--- config.mk ---
export PLATFORM = sky130hd
export DESIGN_NAME = pc_sequencer
export DESIGN_NICKNAME = d
export VERILOG_FILES = /design/src/rtl/pc_sequencer.sv
export SDC_FILE = /design/constraint.sdc
export NUM_CORES = 1
export LEC_CHECK = 0
export BUFFER_PORTS_ARGS = -buffer_cell sky130_fd_sc_hd__buf_2
export CAP_MARGIN = 25
export CORE_MARGIN = 4
export CORE_UTILIZATION = 45
export CTS_CLUSTER_SIZE = 16
export DETAILED_ROUTE_END_ITERATION = 16
export GPL_TIMING_DRIVEN = 0
export PLACE_DENSITY = 0.78
export SETUP_SLACK_MARGIN = 0.15
export SLEW_MARGIN = 10
export SYNTH_ARGS = -nofsm -noshare
export SYNTH_HDL_FRONTEND = slang
export SYNTH_SLANG_ARGS = --single-unit
export TNS_END_PERCENT = 1
--- constraint.sdc ---
create_clock -name Clock -period 7.82 [get_ports Clock]
set_clock_uncertainty 0.05 [all_clocks]
set_input_delay 1.564 -clock Clock [delete_from_list [all_inputs] [get_ports Clock]]
set_output_delay 1.564 -clock Clock [all_outputs]
set_load 0.02 [all_outputs]
--- src/rtl/pc_sequencer.sv ---
// Next-PC controller: chooses the fetch address each cycle, drives the PC register
// enable, raises pipeline flushes, runs the halt/resume FSM and keeps perf counters.
module pc_sequencer #(
    parameter int                  AddrBits    = 32,
    parameter logic [AddrBits-1:0] ResetVector = '0,
    parameter int                  CntBits     = 16
) (
    input  logic                Clock,
    input  logic                Reset,
    input  logic [AddrBits-1:0] pc_q,
    input  logic                stall,
    input  logic                bp_hit,
    input  logic [AddrBits-1:0] bp_target,
    input  logic                ex_redirect,
    input  logic [AddrBits-1:0] ex_target,
    input  logic                halt_req,
    input  logic                go,
    output logic [AddrBits-1:0] pc_d,
    output logic                pc_we,
    output logic                flush_ifid,
    output logic                flush_idex,
    output logic                halted,
    output logic [CntBits-1:0]  cyc_cnt,
    output logic [CntBits-1:0]  redir_cnt,
    output logic [CntBits-1:0]  stall_cnt
);

    typedef enum logic [1:0] {
        BOOT   = 2'd0,
        RUN    = 2'd1,
        HALTED = 2'd2
    } state_t;

    state_t state, state_next;
    logic   cyc_inc, redir_inc, stall_inc;

    // Counters stick at all-ones instead of wrapping.
    function automatic logic [CntBits-1:0] sat_inc(input logic [CntBits-1:0] v);
        return (&v) ? v : v + CntBits'(1);
    endfunction

    always_ff @(posedge Clock or posedge Reset) begin
        if (Reset) state <= BOOT;
        else       state <= state_next;
    end

    always_comb begin
        state_next = state;
        pc_d       = pc_q;
        pc_we      = 1'b0;
        flush_ifid = 1'b0;
        flush_idex = 1'b0;
        halted     = 1'b0;
        cyc_inc    = 1'b0;
        redir_inc  = 1'b0;
        stall_inc  = 1'b0;

        unique case (state)
            BOOT: begin
                pc_d       = ResetVector;
                pc_we      = 1'b1;
                flush_ifid = 1'b1;
                flush_idex = 1'b1;
                state_next = RUN;
            end
            RUN: begin
                cyc_inc = 1'b1;
                // The redirecting instruction sits in EX, so it overrides stall and halt.
                if (ex_redirect) begin
                    pc_d       = ex_target;
                    pc_we      = 1'b1;
                    flush_ifid = 1'b1;
                    flush_idex = 1'b1;
                    redir_inc  = 1'b1;
                end else if (halt_req) begin
                    flush_ifid = 1'b1;
                    flush_idex = 1'b1;
                    state_next = HALTED;
                end else if (stall) begin
                    stall_inc = 1'b1;
                end else if (bp_hit) begin
                    pc_d  = bp_target;
                    pc_we = 1'b1;
                end else begin
                    pc_d  = pc_q + AddrBits'(4);
                    pc_we = 1'b1;
                end
            end
            HALTED: begin
                halted = 1'b1;
                if (go) state_next = RUN;
            end
            default: state_next = BOOT;
        endcase

        // Reset acts on the outputs immediately, without waiting for a clock.
        if (Reset) begin
            pc_d       = ResetVector;
            pc_we      = 1'b0;
            flush_ifid = 1'b1;
            flush_idex = 1'b1;
            halted     = 1'b0;
        end
    end

    always_ff @(posedge Clock or posedge Reset) begin
        if (Reset) begin
            cyc_cnt   <= '0;
            redir_cnt <= '0;
            stall_cnt <= '0;
        end else begin
            if (cyc_inc)   cyc_cnt   <= sat_inc(cyc_cnt);
            if (redir_inc) redir_cnt <= sat_inc(redir_cnt);
            if (stall_inc) stall_cnt <= sat_inc(stall_cnt);
        end
    end

endmodule
==> results.md <==
- H-tree depth: 2
- Die H: 106 um
- Worst Slack Setup Final: between 2 and 2.5 ns
- Final WL: ~16 mm
- Status: complete, no violations
- Leak: 2.53 nW
- DR iter-0 viols: about 460
- Sw Share: 0.434
- Width of the die: 106 um
- CP Launch Point: pc_q[2]
- Final setup vio count: 0
- RSZ-0062 raised after global routing: no
- CP cell instances: buf_2 -> ha_1 -> nand4_2 -> nor2_2 -> nand2_1 -> or4_1 -> a311oi_1 -> buf_2
- Slowest CP cell: or4_1
- Tightest Hold Check Type: flop to flop
- CP max stage delay: about 0.5 ns
- Syn nets: 648
- Critical Path End: pc_d[22]
- Antenna cell count: 0
- Area leader, netlist: dfrtp_1
- Post-DP HPWL: between 10 and 15 mm
- CTS root buf: clkbuf_8
- Hold-fix buffers at CTS: 0
- Die ar.: approximately 11,000 um2
- EDFF count, synth: 0
- Synthesis-to-layout area growth: 28.0%
- Sequential power share: 0.367
- Core area: 9280 um2
- Fill count: roughly 900
- Iteration count of the initial detailed-routing pass: 6
- Max Cap Viol: 0
- Post-route ant nets: 0
- RePlAce Congestion: 0.999
- Most common cell in the synthesized netlist: nand2_1
- Slew of the pin with the lowest slew margin: 0.791 ns
- Prevailing post-synth register cell: dfrtp_1
- Num Clock Sinks: 50
- Post-place setup slack: between 2 and 2.5 ns
- Number of library cell types mapped by synthesis: 71
- Setup TNS: 0 ns
- Cells on worst reg2reg path: 7
- Yosys reg bits: 50
- Effective utilization at floorplan: 0.464
- Share of cells above drive strength 1: 0.292
- CP startpoint kind: primary input
- Total grt overflow: 0
- Count of pins over their slew limit: 0
- Mapped Cells: between 500 and 600
- Worst-skew pair later-pin latency: around 0.30 ns
- Clock buffer depth: 2
- CP Data Arrival Time: approximately 3.9 ns
- PostCTS Resize Cnt: 0
- Multi-input gate area: 2890 um2
- Yosys top cell area share: 0.290
- Largest net degree at the start of global routing: 29
- Pwr Density: approximately 180 nW/um2
- Internal Pwr Total: roughly 560 uW
- R2R Setup Slk: 5.51 ns
- YS warnings: 0
- Mapped Area: roughly 4300 um2
- Worst R2R Start: state[1]
- Switch Pwr: between 400 and 500 uW
- FF+latch area: around 1300 um2
- Final min period: 5.48 ns
- Final Cycle Share: 0.700
- Non-Filler Instances: about 860
- Maximum clock rate: 183 MHz
- Combinational power share: 0.446
- Worst vdd ir: 0.187 mV
- R2R Path End: stall_cnt[11]
- Slew HR: 0.468
- # IOs: between 150 and 200
- Most Frequent Cell on Critical Path: buf_2
- Hold violation count in the final report: 0
- DR WL/cell: approximately 19 um
- Worst-path maximum fanout: 9
- Num CTS Buffers: 5
- Nets: 838
- Post-synthesis sequential area ratio: 0.290
- Initial antenna violation count: 2
- Drt drc: 0
- Power share of the clock group: 0.187
- CP required: between 6 and 7 ns
- Vias per std cell: between 6 and 7
- Dpl cells: approximately 850
- Setup crit end kind: output pin
- Mapped Avg Cell Area: 7.97 um2
- Site Rows: 35
- Post-synth ARST share: 1.00
- PortBufs: around 180
- Vias post-DR: between 5,000 and 6,000
- Postcts setup bufs: 0
- First-pass GRT wire length: 25.7 mm
- Synth top cells by count: 61 x nand2_1, 50 x dfrtp_1, 40 x nor2_1
- Crit Path Class: primary input to output pin
- Worst hold start: redir_cnt[15]
- Clk pin slew, worst setup/hold paths: ~0.090 ns
- Vias in the first global route: 5,016
- CTS tree: done
- Synth area leaders: dfrtp_1 29%, xnor2_1 6.1%, nand2_1 5.3%
- Global Route Usage Sum: 0.282
[sequential cells by signal, summed over array words and instances (netlist names)]
| name | count |
|---|---|
| cyc_cnt | 16 |
| redir_cnt | 16 |
| stall_cnt | 16 |
| state | 2 |
[placed cells by master (no fill, tap or decap), types with 4 or more instances in the layout]
cell,n
a211oi_1,7
a21o_1,4
a21oi_1,27
a221oi_1,6
a311oi_1,7
a31oi_1,7
a32oi_1,4
and2_1,4
and3_1,7
and4_1,11
buf_2,185
clkbuf_1,31
clkbuf_8,5
dfrtp_1,50
ha_1,4
inv_1,5
mux2i_1,10
nand2_1,61
nand2b_1,4
nand3_1,29
nand3b_1,4
nand4_1,25
nor2_1,40
nor2b_1,5
nor3_1,11
nor3b_1,6
nor4_1,7
o21ai_0,34
o21ai_1,5
o22ai_1,5
o32ai_1,5
or3_1,4
or4_1,5
or4b_1,4
xnor2_1,30
xor2_1,13
[how the worst min path moves through the flow]
| stage | to | cells past startpoint | slack (ns) |
|---|---|---|---|
| global route | cyc_cnt[11] | 1 | 0.47 |
| CTS | cyc_cnt[5] | 1 | 0.45 |
| finish | redir_cnt[15] | 1 | 0.45 |
| floorplan | cyc_cnt[11] | 1 | 0.54 |
| detailed placement | cyc_cnt[11] | 1 | 0.43 |
| global placement | cyc_cnt[5] | 1 | 0.42 |
[area by class of cell]
| class | count | share of cell area |
|---|---|---|
| clock buffer | 5 | 0.0125 |
| inverter | 7 | 0.00476 |
| sequential | 50 | 0.227 |
| clock inverter | 3 | 0.00817 |
| multi-input combinational | 448 | 0.524 |
| tap | 129 | 0.0293 |
| buffer | 36 | 0.0259 |
| timing repair buffer | 183 | 0.169 |
[per-stage QoR]
stage | cell area [um2] | utilization | power (mW) | hold slack, ns
finish | 5520 | 0.594 | 0.987 | 0.448
global route | 5520 | 0.594 | 1.05 | 0.467
CTS | 5520 | 0.594 | 0.988 | 0.448
detailed placement | 5400 | 0.582 | 0.802 | 0.433
global placement | 5380 | 0.580 | 0.790 | 0.425
floorplan | 4310 | - | 0.629 | 0.544
[cell families (layout without fill, tap and decap cells)]
family | after synthesis | after routing | synth area share
mux | 14 | 14 | 0.0337
simple gates | 241 | 241 | 0.309
compound gates | 146 | 146 | 0.229
xor+xnor | 43 | 43 | 0.0874
buf+inv | 43 | 234 | 0.0392
fa+ha+maj | 4 | 4 | 0.0116
flops | 50 | 50 | 0.290
[layer usage]
metal,part of all wire,GRT usage,routed length (um),vias to the layer above
met1,0.39,0.363,6380,2499
met5,0.00098,0,16,-
met3,0.11,0.0551,1730,44
met4,0.022,0.0851,357,4
met2,0.48,0.477,7870,321
li1,-,-,-,2434
[power by group through the flow]
stage	Combinational, mW	Sequential, mW	Clock, mW
2_1_floorplan	0.218	0.410	0
3_3_place_gp	0.426	0.364	0
3_5_place_dp	0.435	0.367	0
4_1_cts	0.436	0.363	0.189
5_1_grt	0.474	0.374	0.199
6_report	0.440	0.362	0.184
[worst max-delay path: cells and delay by family]
| kind | cells | cell delay (ns) |
|---|---|---|
| compound gates | 1 | 0.35 |
| fa+ha+maj | 1 | 0.24 |
| buf+inv | 2 | 0.37 |
| simple gates | 4 | 1.33 |
Power figures use the tool's default switching activity.
